<file path="config.mk">
export PLATFORM = sky130hd
export DESIGN_NAME = iwdg
export DESIGN_NICKNAME = d
export VERILOG_FILES = /design/src/rtl/iwdg_pkg.sv /design/src/rtl/iwdg_prescaler.sv /design/src/rtl/iwdg.sv
export SDC_FILE = /design/constraint.sdc
export NUM_CORES = 1
export LEC_CHECK = 0
export ABC_AREA = 1
export BUFFER_PORTS_ARGS = -buffer_cell sky130_fd_sc_hd__clkbuf_2
export CORE_ASPECT_RATIO = 0.75
export CORE_MARGIN = 2
export CORE_UTILIZATION = 55
export CTS_CLUSTER_DIAMETER = 80
export DETAILED_ROUTE_END_ITERATION = 8
export GPL_ROUTABILITY_DRIVEN = 0
export HOLD_SLACK_MARGIN = 0.1
export MAX_ROUTING_LAYER = met4
export PLACE_DENSITY = 0.77
export SLEW_MARGIN = 25
export SYNTH_ARGS = -nofsm -noshare
export SYNTH_HDL_FRONTEND = slang
export SYNTH_SLANG_ARGS = --single-unit
</file>
<file path="constraint.sdc">
create_clock -name CLOCK -period 1.46 [get_ports CLOCK]
set_input_delay 0.292 -clock CLOCK [delete_from_list [all_inputs] [get_ports CLOCK]]
set_output_delay 0.292 -clock CLOCK [all_outputs]
set_load 0.05 [all_outputs]
</file>
<file path="src/rtl/iwdg_pkg.sv">
// rtl/iwdg_pkg.sv - shared keys, widths and prescaler divide helper for the independent watchdog
package iwdg_pkg;

  localparam logic [15:0] KEY_START  = 16'hCCCC;
  localparam logic [15:0] KEY_RELOAD = 16'hAAAA;
  localparam logic [15:0] KEY_UNLOCK = 16'h5555;

  localparam int PR_W    = 3;
  localparam int RLR_W   = 12;
  localparam int DIV_W   = 9;
  localparam int PRESC_W = DIV_W - 1;

  // Divide is 4 << pr; codes 6 and 7 saturate at 256.
  function automatic logic [DIV_W-1:0] pr_to_div(input logic [PR_W-1:0] pr);
    logic [DIV_W-1:0] d;
    if (pr >= 3'd6) d = 9'd256;
    else            d = 9'd4 << pr;
    return d;
  endfunction

endpackage

</file>
<file path="src/rtl/iwdg_prescaler.sv">
// rtl/iwdg_prescaler.sv - free-running clock divider producing one tick every 4<<pr enabled cycles
module iwdg_prescaler
  import iwdg_pkg::*;
(
  input  logic            clk,
  input  logic            rst,
  input  logic            en,
  input  logic            clr,
  input  logic [PR_W-1:0] pr,
  output logic            tick
);

  logic [PRESC_W-1:0] presc;
  logic [DIV_W-1:0]   div;
  logic [PRESC_W-1:0] last;

  assign div  = pr_to_div(pr);
  assign last = PRESC_W'(div - 9'd1);

  // A clear on the same edge suppresses the tick so restart always wins.
  assign tick = en && !clr && (presc == last);

  always_ff @(posedge clk) begin
    if (rst || clr) begin
      presc <= '0;
    end else if (en) begin
      presc <= (presc == last) ? '0 : presc + 1'b1;
    end
  end

endmodule

</file>
<file path="src/rtl/iwdg.sv">
// rtl/iwdg.sv - independent watchdog: key decode, config lock, down-counter and reset pulse stretcher
module iwdg
  import iwdg_pkg::*;
#(
  parameter logic [PR_W-1:0]  PR_DEFAULT  = 3'd0,
  parameter logic [RLR_W-1:0] RLR_DEFAULT = 12'hFFF,
  parameter int               RST_LEN     = 4
) (
  input  logic        CLOCK,
  input  logic        i_arstn,
  input  logic        i_sel,
  input  logic [15:0] IWDG_KR,
  input  logic        aCore_signal,
  output logic        Reset_signal
);

  localparam int LEN_W = $clog2(RST_LEN + 1);

  logic             running;
  logic             unlocked;
  logic [PR_W-1:0]  pr_reg;
  logic [PR_W-1:0]  pr_act;
  logic [RLR_W-1:0] rlr;
  logic [RLR_W-1:0] cnt;
  logic [LEN_W-1:0] pulse_left;

  logic key_start;
  logic key_reload;
  logic key_unlock;
  logic key_cfg;
  logic restart;
  logic tick;
  logic expire;

  assign key_start  = i_sel && (IWDG_KR == KEY_START);
  assign key_reload = i_sel && (IWDG_KR == KEY_RELOAD);
  assign key_unlock = i_sel && (IWDG_KR == KEY_UNLOCK);
  assign key_cfg    = i_sel && unlocked && !key_start && !key_reload && !key_unlock;
  assign restart    = key_start || key_reload;
  assign expire     = tick && (cnt == '0);

  iwdg_prescaler u_prescaler (
    .clk  (CLOCK),
    .rst  (i_arstn),
    .en   (running && !aCore_signal),
    .clr  (restart),
    .pr   (pr_act),
    .tick (tick)
  );

  always_ff @(posedge CLOCK) begin
    if (i_arstn) begin
      running      <= 1'b0;
      unlocked     <= 1'b0;
      pr_reg       <= PR_DEFAULT;
      pr_act       <= PR_DEFAULT;
      rlr          <= RLR_DEFAULT;
      cnt          <= RLR_DEFAULT;
      pulse_left   <= '0;
      Reset_signal <= 1'b0;
    end else begin
      if (key_start) running <= 1'b1;

      // Programmed PR only reaches the prescaler at a start or reload.
      if (restart) begin
        cnt    <= rlr;
        pr_act <= pr_reg;
      end else if (tick) begin
        cnt <= (cnt == '0) ? rlr : cnt - 1'b1;
      end

      if (key_reload) begin
        unlocked <= 1'b0;
      end else if (key_unlock) begin
        unlocked <= 1'b1;
      end else if (key_cfg) begin
        pr_reg   <= IWDG_KR[14:12];
        rlr      <= IWDG_KR[11:0];
        unlocked <= 1'b0;
      end

      if (expire) begin
        Reset_signal <= 1'b1;
        pulse_left   <= LEN_W'(RST_LEN - 1);
      end else if (pulse_left != '0) begin
        pulse_left <= pulse_left - 1'b1;
      end else begin
        Reset_signal <= 1'b0;
      end
    end
  end

endmodule

</file>
==> reports/metrics.csv <==
stage;metric;value;unit
power;seqPwrFrac;0.503;
floorplan;rows;22;
cts;cts_tree;yes;
logic_synthesis;post_synth.cell_area_avg;5.894;sq um
outcome;status;complete, but fails checks;
global_route;track_usage;0.2870;
power;ir_worst_vdd;0.0005485;V
cts;ctsLongestPathBuffers;2;
logic_synthesis;synth_nets;512;
timing;layout_setup_ws;-0.08993;ns
detailed_routing;routedWlPerCell;13.29;microns
worst_setup_path;worst_setup_path_end_kind;flip-flop;
logic_synthesis;ys_warn_count;0;
cts;htreeDepth;2;
logic_synthesis;synth_top_cells_by_area;dfxtp_1 (31%), nand2_1 (21%), nand3_1 (12%);
worst_setup_path;regToRegSetupSlack;-0.09;ns
hold_path;worstHoldEndpoint;running$_SDFFE_PP0P_;
worst_setup_path;critPathMaxFanout;8;
detailed_routing;ant_nets;0;
floorplan;core;4955;sq um
layout;layout-drive-gt1-share;0.3050;
timing;maxSlewViolCount;0;
detailed_routing;avgViaCountPerCell;5.294;
timing;rsz0062_at_grt;true;
timing;hold_viol;0;
global_route;grt_pass1_wl;12.94;mm
floorplan;boundaryPins;21;
layout;area_growth_syn_to_layout;39.41;%
timing;setup_violations;11;
cts;cts-root-buf;clkbuf_8;
logic_synthesis;ys_ff_latch;44;
worst_setup_path;cp-startpoint;pr_act[1]$_SDFFE_PP0P_;
timing;max_freq;645.2;MHz
timing;fin_worst_skew;0.008570;ns
worst_setup_path;rr_startpoint;pr_act[1]$_SDFFE_PP0P_;
cts;clk_latency;0.30;ns
worst_setup_path;worstReg2RegEnd;Reset_signal$_SDFFE_PP0P_;
cts;hold_buffers;0;
hold_path;whs_path_depth;2;
power;power.leakage;2.193;nW
global_route;grt_max_degree;33;
cts;cts.sinks;44;
layout;antennaDiodeCount;0;
detailed_routing;firstDrtPassIters;7;
floorplan;die_x;87.42;microns
timing;period_minus_slack;1.550;ns
flow_run;drv_cap;0;
detailed_routing;detail_route.wirelength;8.467;mm
power;switching_share;0.2407;
worst_setup_path;cp.arrival;1.80;ns
logic_synthesis;yosysUniqueCellTypes;27;
floorplan;start_util;0.5793;
worst_setup_path;crit_type;reg -> reg;
floorplan;dieHeight;66.56;microns
power;combPwrFrac;0.088;
outcome;violations;negative setup slack;
logic_synthesis;syn_inst;487;
global_route;grt_pass1_vias;3007;
layout;nets;601;
place;port_buffers;20;
timing;finalCritPeriodShare;1.062;
logic_synthesis;synth_top_area_cell;dfxtp_1;
global_route;antenna_found_initial;0;
hold_path;min_from;i_arstn;
logic_synthesis;ys_seq_area_frac;0.3069;
power;intPower;1.805;mW
cts;clkSlewWorstSetupHoldPaths;0.09;ns
worst_setup_path;ff2ff_path_depth;10;
power;clkPwrFrac;0.409;
power;total_power;2.377;mW
power;switching_power;0.5722;mW
power;pwr_density_cell;594.1;nW/um^2
global_route;grt_overflow;0;
hold_path;hold_class;in -> reg;
logic_synthesis;synth_top_area_share;0.3069;
place;dpl_worst_slack;-0.2703;ns
place;place_hpwl;5.872;mm
timing;relSlewSlack;0.7419;
logic_synthesis;netlist_area;2870;sq um
detailed_routing;drtIter0Drc;213;
floorplan;die_area;5818;sq um
timing;tightest_slew;0.3843;ns
cts;cts_inserted_buffers;5;
detailed_routing;remaining_drc_errors;0;
worst_setup_path;crit_required;1.71;ns
layout;final_util;0.8076;
worst_setup_path;cp-start-kind;flip-flop;
layout;top_regs;cnt: 12 flops, rlr: 12 flops, u_prescaler.presc: 8 flops;
detailed_routing;vias;3372;
power by group through the flow:
stage / sequential (mW) / combinational, mW / clock, mW
global placement: 1.23 / 0.197 / 0
floorplan: 1.23 / 0.0709 / 0
finish: 1.20 / 0.208 / 0.972
global route: 1.20 / 0.229 / 1.03
detailed placement: 1.23 / 0.200 / 0
CTS: 1.20 / 0.201 / 0.976
metrics by stage:
step,setup TNS [ns],hold slack (ns),instance area [sq um],instances
final,-0.4499,0.2099,4001,637
after global routing,-2.137,0.2083,4001,637
after CTS,-0.1557,0.1998,3702,635
after detailed placement,-6.404,0.4479,3482,622
after global placement,-4.657,0.4420,3482,622
after floorplan,0,0.3644,2877,487
final cells by class:
type | instances | area, sq um
Clock buffer | 5 | 68.82
Clock inverter | 3 | 47.55
Fill cell | 336 | 953.4
Inverter | 68 | 265.3
Multi-Input combinational cell | 365 | 1944
Sequential cell | 44 | 898.4
Tap cell | 60 | 75.07
Timing Repair Buffer | 92 | 701.9
cell usage in the layout (no fill, tap or decap), types with 5 or more instances in the layout:
master / synthesis / layout
dfxtp_2: 0 / 11
buf_4: 2 / 59
clkbuf_2: 0 / 20
nand3b_1: 5 / 5
nand2_2: 2 / 12
nor2_4: 0 / 8
o21ai_0: 7 / 7
nand3_2: 3 / 15
a21oi_1: 6 / 6
nor2_1: 75 / 63
xor2_1: 9 / 9
nor2_2: 3 / 7
clkbuf_8: 0 / 5
inv_1: 66 / 59
nand3_1: 71 / 57
nand4_1: 5 / 5
nand2_1: 158 / 144
buf_6: 2 / 11
dfxtp_1: 44 / 32
critical path, cell delays in order, from the launching register on:
cell      delay [ns]
dfxtp_4         0.41
inv_4           0.05
nand2_4         0.09
nand2_2         0.05
nand2_1         0.05
nand2_1         0.05
nor2_2          0.16
nand3_4         0.14
buf_8           0.17
nand3b_1        0.22
nand2_1         0.10
routing by layer:
metal  track usage  wire, microns  up-vias
li1              -              -     1691
met1        0.3562           3627     1539
met2        0.4773           4135      126
met3       0.05452            544       16
met4       0.08462            159        0
met5             -              0        -
logic make-up (layout without fill, tap and decap cells):
group / Yosys count / after routing / synth area share
flops: 44 / 44 / 0.3069
compound gates: 15 / 15 / 0.02746
fa+ha+maj: 5 / 5 / 0.02180
xor+xnor: 12 / 12 / 0.03662
buf+inv: 78 / 168 / 0.1112
simple gates: 333 / 333 / 0.4961
Yosys cell counts:
cell      number
buf_4          2
nand3b_1       5
dfxtp_1       44
nor3_1         8
o21ai_0        7
and2_1         1
a31oi_1        1
nand4_1        5
a21oi_1        6
buf_6          2
nand2_1      158
nor3b_1        1
nor3_2         1
nor2_2         3
xnor2_1        3
buf_2          3
nand3_1       71
clkinv_1       1
nand2_2        2
ha_1           5
clkbuf_1       3
inv_1         66
nor2_1        75
inv_2          1
o211ai_1       1
xor2_1         9
nand3_2        3
repair_timing:
| item | 4_1_cts | 5_1_grt |
|---|---|---|
| cloned | 0 | 0 |
| resized for setup | 22 | 80 |
| buffers inserted | 5 | 3 |
| endpoints found under the setup margin | 24 | 38 |
| pin swaps | 10 | 30 |
how the worst max path moves through the flow:
stage	endpoint	slack [ns]	cells past startpoint
6_report	Reset_signal$_SDFFE_PP0P_	-0.09	10
5_1_grt	Reset_signal$_SDFFE_PP0P_	-0.18	10
4_1_cts	Reset_signal$_SDFFE_PP0P_	-0.05	9
3_5_place_dp	u_prescaler.presc[5]$_SDFFE_PP0P_	-0.27	10
3_3_place_gp	u_prescaler.presc[5]$_SDFFE_PP0P_	-0.20	10
2_1_floorplan	cnt[9]$_SDFFE_PP1P_	0.01	11
Note: power is estimated with default switching activity, not from simulation.
